===== src/rtl/pipe_pkg.sv =====
// Shared widths and occupancy encoding for the two-entry pipeline stage register.
// The stage holds an OUT entry and a SKID entry and moves between EMPTY, ONE and FULL.
package pipe_pkg;

  localparam int WB_W_DEF   = 2;
  localparam int M_W_DEF    = 2;
  localparam int DATA_W_DEF = 32;
  localparam int RA_W_DEF   = 5;
  localparam int CNT_W_DEF  = 16;

  typedef enum logic [1:0] {
    ST_EMPTY = 2'd0,
    ST_ONE   = 2'd1,
    ST_FULL  = 2'd2
  } state_t;

endpackage


===== src/rtl/pipe_stage_reg_sat_counter.sv =====
// Saturating up-counter: counts cycles with inc high, holds at all-ones, never wraps.
module sat_counter #(
  parameter int CNT_W = 16
) (
  input  logic             clk,
  input  logic             rst,
  input  logic             inc,
  output logic [CNT_W-1:0] count
);

  always_ff @(posedge clk) begin
    if (rst) begin
      count <= '0;
    end else if (inc && (count != {CNT_W{1'b1}})) begin
      count <= count + 1'b1;
    end
  end

endmodule


===== src/rtl/pipe_stage_reg.sv =====
// Two-entry skid-buffered pipeline stage carrying WB/M controls, ALU result, store data
// and destination register; every output, including in_ready, comes straight from a flop.
module pipe_stage_reg
  import pipe_pkg::*;
#(
  parameter int WB_W   = WB_W_DEF,
  parameter int M_W    = M_W_DEF,
  parameter int DATA_W = DATA_W_DEF,
  parameter int RA_W   = RA_W_DEF,
  parameter int CNT_W  = CNT_W_DEF
) (
  input  logic              clk,
  input  logic              rst,
  input  logic              flush,
  input  logic              in_valid,
  output logic              in_ready,
  input  logic [WB_W-1:0]   wb_in,
  input  logic [M_W-1:0]    m_in,
  input  logic [DATA_W-1:0] alu_out_in,
  input  logic [DATA_W-1:0] store_data_in,
  input  logic [RA_W-1:0]   write_reg_in,
  output logic              out_valid,
  input  logic              out_ready,
  output logic [WB_W-1:0]   wb_out,
  output logic [M_W-1:0]    m_out,
  output logic [DATA_W-1:0] alu_out,
  output logic [DATA_W-1:0] store_data,
  output logic [RA_W-1:0]   write_reg,
  output logic [CNT_W-1:0]  stall_cnt
);

  // Handshake: a beat moves whenever valid and ready are both high at a rising edge;
  // valid never waits on ready, and in_ready never looks at out_ready combinationally.

  state_t              state;
  logic [WB_W-1:0]     skid_wb;
  logic [M_W-1:0]      skid_m;
  logic [DATA_W-1:0]   skid_alu;
  logic [DATA_W-1:0]   skid_store;
  logic [RA_W-1:0]     skid_reg;

  logic                xfer_in;
  logic                xfer_out;

  assign xfer_in  = in_valid && in_ready;
  assign xfer_out = out_valid && out_ready;

  always_ff @(posedge clk) begin
    if (rst) begin
      state      <= ST_EMPTY;
      out_valid  <= 1'b0;
      in_ready   <= 1'b1;
      wb_out     <= '0;
      m_out      <= '0;
      alu_out    <= '0;
      store_data <= '0;
      write_reg  <= '0;
      skid_wb    <= '0;
      skid_m     <= '0;
      skid_alu   <= '0;
      skid_store <= '0;
      skid_reg   <= '0;
    end else if (flush) begin
      // Data fields keep their last value; only the controls are forced to a bubble.
      state     <= ST_EMPTY;
      out_valid <= 1'b0;
      in_ready  <= 1'b1;
      wb_out    <= '0;
      m_out     <= '0;
    end else begin
      case (state)
        ST_EMPTY: begin
          if (xfer_in) begin
            state      <= ST_ONE;
            out_valid  <= 1'b1;
            wb_out     <= wb_in;
            m_out      <= m_in;
            alu_out    <= alu_out_in;
            store_data <= store_data_in;
            write_reg  <= write_reg_in;
          end
        end
        ST_ONE: begin
          if (xfer_in && xfer_out) begin
            wb_out     <= wb_in;
            m_out      <= m_in;
            alu_out    <= alu_out_in;
            store_data <= store_data_in;
            write_reg  <= write_reg_in;
          end else if (xfer_in) begin
            state      <= ST_FULL;
            in_ready   <= 1'b0;
            skid_wb    <= wb_in;
            skid_m     <= m_in;
            skid_alu   <= alu_out_in;
            skid_store <= store_data_in;
            skid_reg   <= write_reg_in;
          end else if (xfer_out) begin
            state     <= ST_EMPTY;
            out_valid <= 1'b0;
            wb_out    <= '0;
            m_out     <= '0;
          end
        end
        ST_FULL: begin
          // in_ready is low here, so the only possible move is draining OUT.
          if (xfer_out) begin
            state      <= ST_ONE;
            in_ready   <= 1'b1;
            wb_out     <= skid_wb;
            m_out      <= skid_m;
            alu_out    <= skid_alu;
            store_data <= skid_store;
            write_reg  <= skid_reg;
          end
        end
        default: begin
          state     <= ST_EMPTY;
          out_valid <= 1'b0;
          in_ready  <= 1'b1;
          wb_out    <= '0;
          m_out     <= '0;
        end
      endcase
    end
  end

  sat_counter #(
    .CNT_W(CNT_W)
  ) u_stall_cnt (
    .clk  (clk),
    .rst  (rst),
    .inc  (out_valid && !out_ready),
    .count(stall_cnt)
  );

endmodule


===== config.mk =====
export PLATFORM = sky130hd
export DESIGN_NAME = pipe_stage_reg
export DESIGN_NICKNAME = d
export VERILOG_FILES = /design/src/rtl/pipe_pkg.sv /design/src/rtl/pipe_stage_reg_sat_counter.sv /design/src/rtl/pipe_stage_reg.sv
export SDC_FILE = /design/constraint.sdc
export NUM_CORES = 1
export LEC_CHECK = 0
export ABC_AREA = 1
export ABC_CLOCK_PERIOD_IN_PS = 2600
export BUFFER_PORTS_ARGS = -buffer_cell sky130_fd_sc_hd__buf_4
export CAP_MARGIN = 15
export CORE_MARGIN = 10
export CORE_UTILIZATION = 55
export DETAILED_ROUTE_END_ITERATION = 7
export GPL_ROUTABILITY_DRIVEN = 0
export GPL_TIMING_DRIVEN = 0
export PLACE_DENSITY = 0.92
export SLEW_MARGIN = 20
export SYNTH_ARGS = -nofsm -noshare
export SYNTH_HDL_FRONTEND = slang
export SYNTH_SLANG_ARGS = --single-unit

===== constraint.sdc =====
create_clock -name clk -period 2.6 [get_ports clk]
set_input_delay 0.13 -clock clk [delete_from_list [all_inputs] [get_ports clk]]
set_output_delay 0.13 -clock clk [all_outputs]
set_load 0.02 [all_outputs]

### Word-level counts from Yosys, hierarchy flattened

Cells that the tools add are included.

| word-level totals | value |
|---|---|
| bits in registers | 166 |
| input port bits | 78 |
| output and inout port bits | 91 |
| word-level logic and storage cells | 83 |

| cells by class | value |
|---|---|
| $add $sub $neg | 1 |
| equal/unequal tests | 13 |
| muxes and demuxes | 36 |
| bitwise logic cells | 4 |
| reduce and logical (&&, ||, !) cells | 15 |

Operators with widths:

| cell | number |
|---|---|
| $mux W32 | 6 |
| $pmux W32 S3 | 2 |
| $mux W2 | 12 |
| $pmux W2 S3 | 3 |
| $add A16 B1 Y16 const B | 1 |
| $ne A16 B16 Y1 const B | 1 |
| $reduce_and A4 Y1 | 4 |
| $mux W5 | 3 |
| $pmux W5 S3 | 1 |
| $ne A2 B2 Y1 const B | 7 |
| $reduce_and A5 Y1 | 2 |
| $ne A3 B3 Y1 const B | 3 |
| $mux W1 | 7 |
| $pmux W1 S3 | 2 |
| $logic_and A1 B1 Y1 | 5 |
| $not A1 Y1 | 4 |
| $reduce_bool A3 Y1 | 1 |
| $eq A2 B1 Y1 const B | 1 |
| $eq A2 B2 Y1 const B | 1 |
| $logic_not A2 Y1 | 1 |
| $reduce_or A2 Y1 | 1 |
| $logic_not A1 Y1 | 1 |

### Longest topological paths before layout

Gate-level depths: netlist of run 1.

| logic depth | value |
|---|---|
| depth after elaboration | 5 |
| depth in mapped cells | 11 |
| mapped depth without buffers | 9 |

### Hierarchy

From an unflattened synthesis of run 1, not the netlist that was laid out.

| second synthesis, totals | value |
|---|---|
| cell total of the unflattened synthesis | 1154 |
| area, all modules | 7617.3 um^2 |

By module, submodules not included:

| module | instances | cells an instance | area each (um^2) | seq. area each (um^2) |
|---|---|---|---|---|
| pipe_stage_reg | 1 | 996 | 6643.9 | 3002.9 |
| sat_counter | 1 | 158 | 973.4 | 320.3 |

### Worst setup path before layout of run 1

OpenSTA, ideal clock, no wires.

| timing path | value |
|---|---|
| kind | register to register |
| start | register u_stall_cnt.count[0] |
| end | register u_stall_cnt.count[10] |
| setup time | 0.070 ns |
| data arrival time | 1.583 ns |
| required time | 2.530 ns |
| setup slack | 0.947 ns |
| stages on the path, launching flop included | 10 |
| buffers on the path | 1 |
| clock period less this slack | 1.653 ns |
| cells stage by stage | dfxtp_1 ha_1 inv_1 nor2_1 nand2_1 nor2_1 nor2_1 buf_2 nand2_1 a21oi_1 |

| between the ends | value |
|---|---|
| cells in the longest elaborated chain, start to end | 2 |
| elaborated cells between the ends (all ways) | 3 |
| classes of those cells | 1 x add/sub; 1 x eq/ne; 1 x reduce/logical |

Ends and longest elaborated chain:

| what | line | source |
|---|---|---|
| start, declared | pipe_stage_reg_sat_counter.sv:8 | `output logic [CNT_W-1:0] count` |
| start signal, assigned | pipe_stage_reg_sat_counter.sv:15 | `count <= count + 1'b1;` |
| branches (longest 2 deep; another with $add A16 B1 Y16) | -- |  |

Parallel ways; which one is timed is not known.
A chain may end at the register's enable or synchronous reset.

### Final worst setup path of run 1

| timing path | value |
|---|---|
| start | register state[0] |
| end | register alu_out[3] |

| between the ends | value |
|---|---|
| cells in the longest elaborated chain, start to end | 3 |
| elaborated cells between the ends (all ways) | 9 |
| classes of those cells | 5 x eq/ne; 1 x mux; 3 x reduce/logical |

Ends and longest elaborated chain:

| what | line | source |
|---|---|---|
| start, declared | pipe_stage_reg.sv:35 | `state_t state;` |
| start signal, assigned | pipe_stage_reg.sv:50 | `state <= ST_EMPTY;` |
| start signal, assigned | pipe_stage_reg.sv:65 | `state <= ST_EMPTY;` |
| start signal, assigned | pipe_stage_reg.sv:74 | `state <= ST_ONE;` |
| $eq A2 B1 Y1 (tied with other cells) | pipe_stage_reg.sv:71 | `case (state)` |
| $ne A2 B2 Y1 (no source line) or $reduce_bool A3 Y1 (tied branches) | -- |  |
| $reduce_and A5 Y1 (no source line) | -- |  |
| end signal, assigned | pipe_stage_reg.sv:78 | `alu_out <= alu_out_in;` |
| end signal, assigned | pipe_stage_reg.sv:87 | `alu_out <= alu_out_in;` |
| end signal, assigned | pipe_stage_reg.sv:112 | `alu_out <= skid_alu;` |
| end, declared | pipe_stage_reg.sv:26 | `output logic [DATA_W-1:0] alu_out,` |

Parallel ways exist; a longest one is shown, timed or not.

==> results of run 1 <==
## cell type report
| cell class | count | share of cell area |
|---|---|---|
| sequential | 166 | 0.350 |
| multi-input combinational | 704 | 0.326 |
| timing repair buffer | 213 | 0.180 |
| clock buffer | 24 | 0.0518 |
| buffer | 63 | 0.0315 |
| inverter | 74 | 0.0295 |
| tap | 172 | 0.0227 |
| clock inverter | 8 | 0.00764 |
| antenna | 2 | 0.000527 |
## cell usage after synthesis, types with 2 or more instances
library cell	count
buf_6	4
nor2_2	3
clkbuf_1	35
xnor2_1	3
nand3_1	12
nand4_1	7
buf_2	23
a21oi_1	68
o21ai_0	180
nand2_1	185
nand2_2	4
o21ai_1	18
nor2_1	213
inv_1	72
dfxtp_1	166
nor2_4	2
xor2_1	3
## layer usage
layer / vias to the layer above / GRT usage / routed length (um)
met1: 3511 / 0.274 / 8730
li1: 3684 / - / -
met3: 55 / 0.0742 / 2070
met5: - / 0 / 0
met2: 384 / 0.420 / 11000
met4: 0 / 0.108 / 599
## per-stage QoR
stage	total power, uW	hold WS (ns)	cell area (um2)
6_report	6110	0.00809	9500
5_1_grt	6320	0.00164	9500
4_1_cts	6080	0.0000299	9500
3_5_place_dp	3650	0.343	8480
3_3_place_gp	3630	0.342	8480
2_1_floorplan	3270	0.206	7000
## final timing paths
kind                                     from           end  slack (ns)  cells after the start
worst max-delay path                 state[0]    alu_out[3]        0.61                      7
worst min-delay path            alu_out_in[2]   skid_alu[2]       0.008                      3
worst max register to register       state[0]    alu_out[3]        0.61                      7
worst min register to register   skid_alu[11]  skid_alu[11]        0.45                      2
## report_power, final
| group | total [uW] | internal, uW | switching, uW |
|---|---|---|---|
| clock | 2420 | 1410 | 1010 |
| sequential | 2750 | 2670 | 71.5 |
| combinational | 943 | 398 | 546 |
## cell families (layout without fill, tap and decap cells)
family | after synthesis | in the layout
and+or+nand+nor | 431 | 431
AOI/OAI and AO/OA | 266 | 266
DFF | 166 | 166
buffers and inverters | 137 | 382
xor gates and xnor gates | 6 | 6
adders and majority gates | 1 | 1
other | 0 | 2
## worst register-to-register path, delay by kind of cell (launching register included)
family	cells	cell delay, ns
and+or+nand+nor	2	0.20
AOI/OAI and AO/OA	2	0.45
DFF	1	0.48
buffers and inverters	3	0.73
## repair_timing
action | 4_1_cts | 5_1_grt
hold endpoints to repair | 45 | 0
resized for setup | 0 | 0
buffers inserted | 0 | 0
hold buffers | 45 | 0
==> results.json, run 1 <==
{
  "synth_top_family_by_area": "simple AND/OR/NAND/NOR gates",
  "rows": 41,
  "rsz0062_at_grt": "no",
  "critical_path_peak_fanout": 10,
  "routedWlPerCell_um": 15.7,
  "wl_mm": 22.4,
  "syn_to_final_growth_pct": 35.6,
  "multi_input_area_um2": 3100,
  "cpPeakStageDelay_ns": 0.48,
  "cts_tree": "done",
  "layout-drive-gt1-share": 0.190,
  "fin_skew_ns": 0.00911,
  "yosys_warnings": 0,
  "required_ns": 2.91,
  "clkSlewWorstSetupHoldPaths_ns": 0.06,
  "final_cell_mix": "nor2_1, nand2_1, o21ai_0",
  "fin_crit_ns": 1.99,
  "die_h_um": 133,
  "worst-setup-path-type": "flip-flop to flip-flop",
  "place_ws_ns": 0.713,
  "drt-initial-drc-count": 639,
  "cp_common_cell": "o21ai_0",
  "pwr_density_cell_nw_per_um2": 643,
  "ys_seq_area_frac": 0.474,
  "peakVddDrop_uv": 605,
  "synth_xor_area_frac": 0.00750,
  "syn_nets": 1086,
  "avgViaCountPerCell": 5.35,
  "numCtsBuffers": 17,
  "syn_area_um2": 7000,
  "ctsHtreeMaxLevel": 4,
  "synth_ff_type": "dfxtp_1",
  "vias": 7634,
  "clkLatencyLatePin_ns": 0.43,
  "core_area_um2": 12600,
  "synthSimpleGateAreaFrac": 0.243,
  "clockBufferDepth": 2,
  "io_buffers": 168,
  "nets": 1318,
  "arrival_ns": 2.29,
  "synth-edff-count": 0,
  "antenna_found_initial": 0,
  "status": "finished, final reports clean",
  "final_common_cell": "nor2_1",
  "postLayoutCoreUtil": 0.756,
  "ys_types": 26,
  "grt_usage": 0.245,
  "crit_family": "buffers and inverters",
  "dp_hpwl_mm": 14.8,
  "fp.dieArea_um2": 17600,
  "dp.cells": 1347,
  "end_kind": "flip-flop",
  "drcViolationCount": 0,
  "p_leak_uw": 0.00411,
  "grt_max_degree": 17,
  "fin_cells": 1426,
  "synthTopCellsByArea": "dfxtp_1, o21ai_0, nor2_1",
  "root_buffer": "clkbuf_16",
  "start_util": 0.557,
  "relSlewSlack": 0.660,
  "gr-total-overflow": 0,
  "maxSlewViolCount": 0,
  "final_hold_viol_count": 0,
  "worst_slack_ns": 0.613,
  "fill_cells": 868,
  "syn_inst": 1007,
  "async_reset_ff_frac": 0,
  "synthAdderAreaFrac": 0.00179,
  "cp_cell_sequence": "nor2_4, inv_1, buf_2, clkbuf_1, o21ai_0, o21ai_0, nor2_1",
  "min_path_type": "input port to flip-flop",
  "synth-compound-area-share": 0.190,
  "die_x_um": 133,
  "synthMuxAreaShare": 0,
  "cap_violations": 0,
  "clock.fmax_ghz": 0.503,
  "finalSetupViolations": 0,
  "critical_path_buf_inv_count": 3,
  "cts_sinks": 166,
  "fin_crit_sh": 0.764,
  "post-synth-top-area-cell": "dfxtp_1",
  "synth-seq-cells": 166,
  "synth_top_area_frac": 0.474,
  "crit_slowest_cell": "dfxtp_1",
  "grt_pass1_wl_mm": 36.0,
  "io_pins": 169,
  "seqCellArea_um2": 3320,
  "syn_area_per_cell_um2": 6.96,
  "ant_nets": 0,
  "grt_pass1_vias": 7495,
  "worst_pin_slew_ns": 0.509,
  "fin_setup_tns_ns": 0,
  "cp-start-kind": "flip-flop",
  "dr.pass1.iters": 5
}
No activity file was read; power rests on OpenSTA's default activity.
==> inputs of run 2 (changes only) <==
--- a/config.mk
+++ b/config.mk
@@ -6,15 +6,15 @@
 export NUM_CORES = 1
 export LEC_CHECK = 0
 export ABC_AREA = 1
-export ABC_CLOCK_PERIOD_IN_PS = 2600
+export ABC_CLOCK_PERIOD_IN_PS = 1850
 export BUFFER_PORTS_ARGS = -buffer_cell sky130_fd_sc_hd__buf_4
 export CAP_MARGIN = 15
 export CORE_MARGIN = 10
-export CORE_UTILIZATION = 55
+export CORE_UTILIZATION = 53
 export DETAILED_ROUTE_END_ITERATION = 7
 export GPL_ROUTABILITY_DRIVEN = 0
 export GPL_TIMING_DRIVEN = 0
-export PLACE_DENSITY = 0.92
+export PLACE_DENSITY = 0.89
 export SLEW_MARGIN = 20
 export SYNTH_ARGS = -nofsm -noshare
 export SYNTH_HDL_FRONTEND = slang
==> constraint.sdc (replaced) <==
create_clock -name clk -period 1.85 [get_ports clk]
set_input_delay 0.0925 -clock clk [delete_from_list [all_inputs] [get_ports clk]]
set_output_delay 0.0925 -clock clk [all_outputs]
set_load 0.02 [all_outputs]
==> run 2 against run 1 <==
Non-clock buffer count is 28 higher; via count is 2.0% higher; largest cell class unchanged; first-iteration DRC count is 16% higher; sequential share of layout area is 1.1 points lower; sequential cell count stayed put; register-to-register slack worse by 0.55 ns; fmax is 11% higher; global-route usage is 0.84 points higher; final area is 3.4% higher; clock power is 41% higher; final cell count is 1.9% higher.
==> results.json, run 2 (same netlist as run 1, synthesis figures left out) <==
{
  "die_h_um": 135,
  "fill_cells": 859,
  "cp-start-kind": "flip-flop",
  "avgViaCountPerCell": 5.36,
  "cpPeakStageDelay_ns": 0.39,
  "min-delay-start": "store_data_in[30]",
  "holdPathEnd": "skid_store[30]",
  "grt_pass1_vias": 7615,
  "vias": 7787,
  "io_pins": 169,
  "crit_slowest_cell": "dfxtp_1",
  "gr-total-overflow": 0,
  "worst_pin_slew_ns": 0.483,
  "fin_cells": 1453,
  "rr_startpoint": "state[1]",
  "rows": 41,
  "min_path_type": "input port to flip-flop",
  "layout-drive-gt1-share": 0.200,
  "hold_path_depth": 3,
  "grt_use_met1": 0.279,
  "critical_path_peak_fanout": 10,
  "postLayoutCoreUtil": 0.769,
  "nets": 1346,
  "dp_hpwl_mm": 14.8,
  "maxSlewViolCount": 0,
  "rrSetupSlack_ns": 0.06,
  "use_met2": 0.436,
  "start_util": 0.548,
  "critical_path_buf_inv_count": 4,
  "globalRoute.busiestLayer": "met2",
  "routedWlPerCell_um": 16.2,
  "status": "finished, final reports clean",
  "clockBufferDepth": 2,
  "io_buffers": 168,
  "cap_violations": 0,
  "clkLatencyLatePin_ns": 0.43,
  "final_cell_mix": "nor2_1, nand2_1, buf_4",
  "clock.fmax_ghz": 0.559,
  "drcViolationCount": 0,
  "core_area_um2": 12800,
  "arrival_ns": 2.12,
  "end_kind": "flip-flop",
  "ant_nets": 0,
  "antenna_found_initial": 1,
  "grt_usage": 0.253,
  "hold_slack_ns": 0.0422,
  "numCtsBuffers": 17,
  "crit_family": "buffers and inverters",
  "r2r_end": "store_data[16]",
  "p_leak_uw": 0.00427,
  "wl_mm": 23.6,
  "multi_input_area_um2": 3120,
  "relSlewSlack": 0.678,
  "cts_sinks": 166,
  "drt-initial-drc-count": 740,
  "cp_cell_sequence": "inv_2, nor2_4, inv_1, buf_4, buf_2, nand2_1, o21ai_0, o21ai_1, nor2_1",
  "required_ns": 2.18,
  "finalSetupViolations": 0,
  "ctsHtreeMaxLevel": 4,
  "fp.dieArea_um2": 18200,
  "dr.pass1.iters": 7,
  "seqCellArea_um2": 3320,
  "grt_pass1_wl_mm": 37.7,
  "peakVddDrop_uv": 1130,
  "fin_skew_ns": 0.0103,
  "clkSlewWorstSetupHoldPaths_ns": 0.06,
  "fin_crit_ns": 1.79,
  "dp.cells": 1347,
  "final_hold_viol_count": 0,
  "fin_crit_sh": 0.967,
  "final_common_cell": "nor2_1",
  "worst-setup-path-type": "flip-flop to flip-flop",
  "grt_max_degree": 17,
  "root_buffer": "clkbuf_16",
  "gr-usage-met3": 0.0864,
  "pwr_density_cell_nw_per_um2": 883,
  "syn_to_final_growth_pct": 40.2,
  "cts_tree": "done",
  "die_x_um": 135,
  "worst-r2r-cell-count": 9
}
[run 2: worst max-delay path by stage]
stage                                  endpoint  cells past startpoint                 start
after CTS                          skid_alu[22]                      7              state[0]
after detailed placement  u_stall_cnt.count[11]                      9  u_stall_cnt.count[0]
after global routing             store_data[17]                      9              state[1]
after floorplan           u_stall_cnt.count[10]                      9  u_stall_cnt.count[0]
after global placement     u_stall_cnt.count[4]                      9  u_stall_cnt.count[0]
final                            store_data[16]                      9              state[1]
[run 2: metrics by stage]
| step | area, um2 | worst slack, ns | TNS, ns | power [uW] |
|---|---|---|---|---|
| 2_1_floorplan | 7000 | 0.197 | 0 | 4590 |
| 3_3_place_gp | 8480 | 0.00824 | 0 | 5100 |
| 3_5_place_dp | 8480 | -0.0486 | -0.256 | 5130 |
| 4_1_cts | 9770 | 0.00698 | 0 | 8620 |
| 5_1_grt | 9820 | -0.00323 | -0.00735 | 8980 |
| 6_report | 9820 | 0.0610 | 0 | 8670 |
[run 2: layout make-up]
cell class                 instances  share of cell area
timing repair buffer             241               0.202
inverter                          74              0.0285
multi-input combinational        704               0.317
tap                              172              0.0219
antenna                            1            0.000255
clock inverter                    11              0.0102
clock buffer                      21              0.0479
buffer                            63              0.0330
sequential                       166               0.339
[run 2: routing by layer]
| metal | share of wire | wire length (um) |
|---|---|---|
| met1 | 0.38 | 8980 |
| met2 | 0.50 | 11700 |
| met3 | 0.093 | 2210 |
| met4 | 0.029 | 690 |
| met5 | 0 | 0 |
[run 2: repair_timing]
item	4_1_cts	5_1_grt
cloned	0	0
endpoints found under the setup margin	10	80
hold buffers	71	0
resized for setup	2	50
hold endpoints to repair	78	0
buffers inserted	0	2
pin swaps	0	3
[run 2: worst reg2reg max path, delay by kind of cell, from the launching register on]
kind	cells	cell delay [ns]
compound gates	2	0.30
buf+inv	4	0.64
flops	1	0.39
simple gates	3	0.37
[run 2: where the power goes]
| part | switching (uW) | internal (uW) | total [uW] |
|---|---|---|---|
| Sequential | 99.7 | 3760 | 3860 |
| Clock | 1460 | 1960 | 3420 |
| Combinational | 790 | 603 | 1390 |
| Total | 2350 | 6320 | 8670 |
